[src/rtl/a2bus_event_fifo.sv]
// Apple II bus event capture FIFO.
// Filters strobed bus cycles against an address window, stamps each hit with a
// sequence number and queues it in a first-word-fall-through FIFO. The bus side
// can never be stalled, so overflow drops the event and counts it instead.
module a2bus_event_fifo #(
  parameter int unsigned DEPTH       = 16,
  parameter logic [15:0] ADDR_LO     = 16'hC000,
  parameter logic [15:0] ADDR_HI     = 16'hC0FF,
  parameter bit          WRITES_ONLY = 1'b0
) (
  input  logic                     clk_logic,
  input  logic                     device_reset,
  input  logic [15:0]              addr_i,
  input  logic [7:0]               data_i,
  input  logic                     rw_n_i,
  input  logic                     data_in_strobe_i,
  input  logic                     enable_i,
  input  logic                     clear_i,
  output logic                     evt_valid_o,
  input  logic                     evt_ready_i,
  output logic [15:0]              evt_addr_o,
  output logic [7:0]               evt_data_o,
  output logic                     evt_rw_n_o,
  output logic [7:0]               evt_seq_o,
  output logic [$clog2(DEPTH):0]   count_o,
  output logic [7:0]               drop_count_o,
  output logic                     overflow_o
);

  localparam int unsigned PtrW = $clog2(DEPTH);
  localparam int unsigned CntW = PtrW + 1;

  typedef struct packed {
    logic        rw_n;
    logic [15:0] addr;
    logic [7:0]  data;
    logic [7:0]  seq;
  } entry_t;

  // Stage 1 capture register and sequence counter
  logic        s1_valid_d, s1_valid_q;
  entry_t      s1_entry_d, s1_entry_q;
  logic [7:0]  seq_d, seq_q;

  // FIFO bookkeeping
  logic [PtrW-1:0] wr_ptr_d, wr_ptr_q;
  logic [PtrW-1:0] rd_ptr_d, rd_ptr_q;
  logic [CntW-1:0] count_d, count_q;
  logic [7:0]      drop_d, drop_q;
  logic            ovf_d, ovf_q;

  entry_t mem_q [DEPTH];
  entry_t head;

  logic in_window;
  logic hit;
  logic full;
  logic pop;
  logic push;
  logic drop;

  // Window filter; both bounds are inclusive and unsigned.
  assign in_window = (addr_i >= ADDR_LO) && (addr_i <= ADDR_HI);
  assign hit       = data_in_strobe_i && enable_i && in_window && (!WRITES_ONLY || !rw_n_i);

  assign full = (count_q == CntW'(DEPTH));
  assign pop  = evt_valid_o && evt_ready_i;
  // A full FIFO still accepts the stage-1 entry when the head leaves in the same cycle.
  assign push = s1_valid_q && (!full || pop);
  assign drop = s1_valid_q && !push;

  // Next-state for capture stage, pointers, occupancy and drop accounting.
  always_comb begin
    s1_valid_d = hit;
    s1_entry_d = s1_entry_q;
    seq_d      = seq_q;
    wr_ptr_d   = wr_ptr_q;
    rd_ptr_d   = rd_ptr_q;
    count_d    = count_q;
    drop_d     = drop_q;
    ovf_d      = ovf_q;

    if (hit) begin
      s1_entry_d = '{rw_n: rw_n_i, addr: addr_i, data: data_i, seq: seq_q};
      // Every hit consumes a number, even if it is dropped later, so losses show as gaps.
      seq_d      = seq_q + 8'd1;
    end

    if (clear_i) begin
      // Flush discards this cycle's hit, push and pop; the sequence keeps its value.
      s1_valid_d = 1'b0;
      s1_entry_d = s1_entry_q;
      seq_d      = seq_q;
      wr_ptr_d   = '0;
      rd_ptr_d   = '0;
      count_d    = '0;
      drop_d     = '0;
      ovf_d      = 1'b0;
    end else begin
      if (push) begin
        wr_ptr_d = wr_ptr_q + PtrW'(1);
      end
      if (pop) begin
        rd_ptr_d = rd_ptr_q + PtrW'(1);
      end
      unique case ({push, pop})
        2'b10:   count_d = count_q + CntW'(1);
        2'b01:   count_d = count_q - CntW'(1);
        default: count_d = count_q;
      endcase
      if (drop) begin
        drop_d = (drop_q == 8'hFF) ? drop_q : drop_q + 8'd1;
        ovf_d  = 1'b1;
      end
    end
  end

  // State registers with synchronous reset.
  always_ff @(posedge clk_logic) begin
    if (device_reset) begin
      s1_valid_q <= 1'b0;
      s1_entry_q <= '0;
      seq_q      <= '0;
      wr_ptr_q   <= '0;
      rd_ptr_q   <= '0;
      count_q    <= '0;
      drop_q     <= '0;
      ovf_q      <= 1'b0;
    end else begin
      s1_valid_q <= s1_valid_d;
      s1_entry_q <= s1_entry_d;
      seq_q      <= seq_d;
      wr_ptr_q   <= wr_ptr_d;
      rd_ptr_q   <= rd_ptr_d;
      count_q    <= count_d;
      drop_q     <= drop_d;
      ovf_q      <= ovf_d;
    end
  end

  // Storage array; contents are not reset, validity is carried by the counter.
  always_ff @(posedge clk_logic) begin
    if (!device_reset && !clear_i && push) begin
      mem_q[wr_ptr_q] <= s1_entry_q;
    end
  end

  // First-word-fall-through head.
  assign head         = mem_q[rd_ptr_q];
  assign evt_valid_o  = (count_q != '0);
  assign evt_addr_o   = head.addr;
  assign evt_data_o   = head.data;
  assign evt_rw_n_o   = head.rw_n;
  assign evt_seq_o    = head.seq;
  assign count_o      = count_q;
  assign drop_count_o = drop_q;
  assign overflow_o   = ovf_q;

endmodule

[config.mk]
export PLATFORM = sky130hd
export DESIGN_NAME = a2bus_event_fifo
export DESIGN_NICKNAME = d
export VERILOG_FILES = /design/src/rtl/a2bus_event_fifo.sv
export SDC_FILE = /design/constraint.sdc
export NUM_CORES = 1
export LEC_CHECK = 0
export ABC_AREA = 1
export BUFFER_PORTS_ARGS = -buffer_cell sky130_fd_sc_hd__buf_4
export CAP_MARGIN = 20
export CORE_MARGIN = 5
export CORE_UTILIZATION = 25
export CTS_BUF_LIST = sky130_fd_sc_hd__clkbuf_4 sky130_fd_sc_hd__clkbuf_8 sky130_fd_sc_hd__clkbuf_16
export DETAILED_ROUTE_END_ITERATION = 8
export PLACE_DENSITY = 0.48
export SYNTH_ARGS = -nofsm -noshare
export SYNTH_HDL_FRONTEND = slang
export SYNTH_SLANG_ARGS = --single-unit
[constraint.sdc]
create_clock -name clk_logic -period 7.4 [get_ports clk_logic]
set_input_delay 0.74 -clock clk_logic [delete_from_list [all_inputs] [get_ports clk_logic]]
set_output_delay 0.74 -clock clk_logic [all_outputs]
set_load 0.02 [all_outputs]
======== Word level (Yosys, flattened, before mapping) ========
Memories as Yosys holds them, arrays and structs flattened. A register that Yosys moved wholly into a read port is not among the register bits.
Cells that the tools add are included.
storage, ports and cells
  bits of input ports ..................... 31
  bits in latches ......................... 0
  memory bits (read-only) ................. 0
  output and inout bits ................... 48
  memories kept ........................... 1
  flip-flop bits (word level) ............. 64
  word-level logic and storage cells ...... 49
  RAM bits ................................ 528
memory list
  name   words  bits a word  rd ports  clocked after memory_dff  wr ports  RTL line  text
  mem_q  16     33           1         1                         1         52        entry_t mem_q [DEPTH];
operators by class
  $add $sub $neg .......................... 6
  $lt $le $gt $ge ......................... 2
  reductions and logical operators ........ 18
  muxes and demuxes ....................... 5
  div/mod/pow operators ................... 0
  shift-type cells ........................ 0
  multipliers ............................. 0
  bitwise logic cells ..................... 2
  eq/ne operators ......................... 4
operator list
  operator                                                                count
  8-bit by 1-bit adder with 8-bit output (second input constant)          2
  16-bit greater-or-equal comparator (second input constant)              1
  16-bit less-or-equal comparator (second input constant)                 1
  5-bit one-hot mux with 2 select lines                                   1
  4-bit by 1-bit adder with 4-bit output (second input constant)          2
  8-bit equality test (second input constant)                             1
  1-bit logical AND                                                       8
  4-bit two-way mux                                                       2
  5-bit by 1-bit adder with 5-bit output (second input constant)          1
  5-bit equality test (second input constant)                             1
  5-bit nonzero test                                                      1
  5-bit by 1-bit subtractor with 5-bit output (second input constant)     1
  1-bit logical NOT                                                       4
  2-bit AND reduction                                                     2
  2-bit by 1-bit equality test with 1-bit output (second input constant)  1
  2-bit equality test (second input constant)                             1
  1-bit two-way mux                                                       2
  1-bit NOT                                                               2
  2-bit nonzero test                                                      1
  2-bit OR reduction                                                      1
  1-bit logical OR                                                        1

======== Logic depth before layout (Yosys ltp) ========
  depth in word-level cells ............... 7
  mapped depth ............................ 13
  gate-level depth less buffers ........... 13

======== Worst setup path after synthesis ========
No wires, ideal clock.
  path kind ............................... input to register
  from .................................... input device_reset
  to ...................................... memory mem_q[11][0] (netlist name) (enable)
  stages .................................. 4
  path buffers ............................ 1
  arrival time ............................ 2718 ps
  slack ................................... 4259 ps
  library setup time ...................... 423 ps
  required time ........................... 6977 ps
  path through ............................ clkbuf_1 nor2_2 nand3_1 nor2_1
on the way
  cells in the longest elaborated chain, start to end .. 5
ends and longest elaborated chain
  item                                     RTL line  text
  start, declared                          12        input logic device_reset,
  1-bit logical NOT                        143       if (!device_reset && !clear_i && push) begin
  1-bit logical AND (2 in a row)           143
  1-bit two-way mux                        143
  1-bit two-way mux (implied by the code)  144       mem_q[wr_ptr_q] <= s1_entry_q;
  end, declared                            52
Every way passes these cells.

==> results.yml <==
clock_tree:
  cts_setup_buffers: 0
  htreeDepth: 2
  post_cts_resized: 0
  cts-root-buf: "clkbuf_16"
  clockBufferDepth: 3
  cts_num_sinks: 596
  numCtsBuffers: 59
  insertion_delay_ns: 0.62
  cts_tree: "yes"
  clkTransAtPathRegs_ns: 0.06
  hold_buffers: 0
global_route:
  grt_overflow_total: 0
  grt_pass1_wl_um: 96700
  grt_antenna_before_repair: 1
  grt_util_all_layers_pct: 12.1
  grt_max_degree: 229
  grt_pass1_vias: 14924
synth:
  async_flop_share_pct: 0
  synth-edff-count: 528
  synth_area_mm2: 0.0245
  synthFlopType: "edfxtp_1"
  syn_inst: 2062
  synth_seq_cells: 596
  syn_nets: 2104
  ys_warn_count: 0
  ys_types: 31
  yosysSeqAreaShare_pct: 70.2
  synth.avg_cell_area_um2: 11.9
critical_path:
  crit_chain: "buf_4 -> o21ai_0 -> nand3_1 -> nand3_1 -> nand2_1 -> buf_4"
  cp-end-kind: "primary output"
  cp_max_fo: 112
  reg2reg_slack_ns: 4.86
  cp.arrival_ns: 3.54
  crit_type: "reg2out"
  cp.required_ns: 6.66
  worstSetupStartpointType: "register"
  critPathMaxStageDelay_ns: 0.93
  cp_slowest_cell: "dfxtp_4"
detailed_routing:
  vias: 15159
  dr.first_iter.drc_count: 1313
  drc_errors: 0
  antenna_left: 0
  via_per_inst: 4.42
  wl_per_cell_um: 18.8
  dr.pass1.iters: 5
  wirelength_um: 64400
finish:
  num_antenna_cells: 0
  final_common_cell: "edfxtp_1"
  final_cell_mix: "edfxtp_1 (528), inv_1 (298), nand2_1 (272), nand3_1 (224), a21oi_1 (178)"
  fillers: 9829
  syn_to_final_growth_pct: 16.4
  stdcell_count: 3433
  layout-drive-gt1-share_pct: 12.2
  nets: 2149
placement:
  io_buffers: 78
  place.gp.congestion: 0.766
  hpwl_um: 39100
  post-place-cells: 3321
floorplan:
  coreArea_mm2: 0.0970
  floorplan.initialDensity_pct: 25.3
  die_w_um: 323
  die_height_um: 323
  rows: 114
  io_pins: 79
  dieArea_mm2: 0.104
timing:
  relSlewSlack_pct: 28.7
  hold_ws_ns: 0.395
  tightest_slew_ns: 1.07
  rsz0062_at_grt: "no"
  setup_viol: 0
  slew_viol_final: 0
  finalCritPeriodShare_pct: 57.8
  hold_viol_final: 0
  clock.fmax_ghz: 0.234
  tns_ns: 0
  period_needed_ns: 4.28
  fin_skew_ns: 0.0216
power:
  powerDensity_mw_per_mm2: 235
  power.leakage_uw: 0.00960
  vdd_drop_max_mv: 0.187
min_path:
  hold_class: "in2reg"
job:
  maxCapViolCount: 0
outcome:
  status: "finished, final reports clean"
## area by class of cell
type / instances / area, um2 / share of cell area (%)
Sequential cell: 596 / 17200 / 60.4
Clock inverter: 37 / 373 / 1.31
Clock buffer: 74 / 1600 / 5.59
Multi-Input combinational cell: 1041 / 5570 / 19.5
Timing Repair Buffer: 104 / 1020 / 3.58
Inverter: 305 / 1140 / 4.01
Tap cell: 1276 / 1600 / 5.60
## cells in the mapped netlist, drive strengths merged (2+ instances only)
cell type / count / area, um2
o21a: 2 / 15.0
dfxtp: 68 / 1360
nor3: 5 / 25.0
nand3: 224 / 1120
clkbuf: 57 / 214
inv: 302 / 1130
nand4: 3 / 18.8
nor2: 54 / 205
edfxtp: 528 / 15900
o211ai: 132 / 1150
xnor2: 4 / 35.0
a21oi: 178 / 891
nand2: 272 / 1020
xor2: 8 / 70.1
nand3b: 2 / 15.0
clkinv: 3 / 11.3
ha: 10 / 125
o21ai: 144 / 724
buf: 63 / 490
## power breakdown
part           total (uW)  internal [uW]  leakage, uW  switching, uW
Combinational        34.7           14.0      0.00251           20.7
Sequential           3600           3600      0.00609          0.570
Clock                3060           1770     0.000993           1290
Total                6700           5390      0.00960           1310
## registers in the layout, indices dropped and copies added, names as in the netlist, named ones only
name          cells
mem_q           528
overflow_o        1
seq_q             8
wr_ptr_q          4
count_o           5
s1_entry_q       33
rd_ptr_q          4
s1_valid_q        1
drop_count_o      8
## metrics by stage
step           cell area (um2)  utilization [%]  power (uW)  worst slack [ns]
2_1_floorplan            24500                -        3690              4.26
6_report                 28500             29.4        6700              3.12
5_1_grt                  28500             29.4        6910              2.75
3_5_place_dp             26500             27.4        3710              3.67
3_3_place_gp             26200             27.0        3710              3.61
4_1_cts                  28500             29.4        6770              3.02
## per-layer routing
| layer | share of wire, % | global-route usage, % | vias up | wire length [um] |
|---|---|---|---|---|
| met5 | 0 | 0 | - | 0 |
| li1 | - | - | 7310 | - |
| met4 | 1.6 | 2.38 | 0 | 1040 |
| met3 | 4.7 | 2.01 | 65 | 3040 |
| met2 | 45 | 18.7 | 291 | 28700 |
| met1 | 49 | 18.0 | 7493 | 31700 |
## worst max-delay path, delay by kind of cell (launching register included)
family,cells,cell delay [ns]
compound gates,1,0.25
buf+inv,2,1.10
flops,1,0.93
simple gates,3,0.59
## logic make-up after synthesis
logic type               synth area share [%]
XOR/XNOR                                0.429
AND/OR/NAND/NOR                          9.84
AO/OA/AOI/OAI                            11.4
adder cells (fa/ha/maj)                 0.592
flip-flops                               70.2
buffers and inverters                    7.54
## path summary, 6_finish.rpt
check                                start                          end  depth (start not counted)
setup / recovery                  register                evt_addr_o[6]                          6
hold / removal                      rw_n_i  s1_entry_q[32]$_SDFFE_PP0P_                          3
setup reg to reg   count_o[0]$_SDFFE_PP0P_       mem_q[3][20]$_DFFE_PP_                          7
hold reg to reg   rd_ptr_q[2]$_SDFFE_PP0N_                     register                          2
Note: power is estimated with default switching activity, not from simulation.
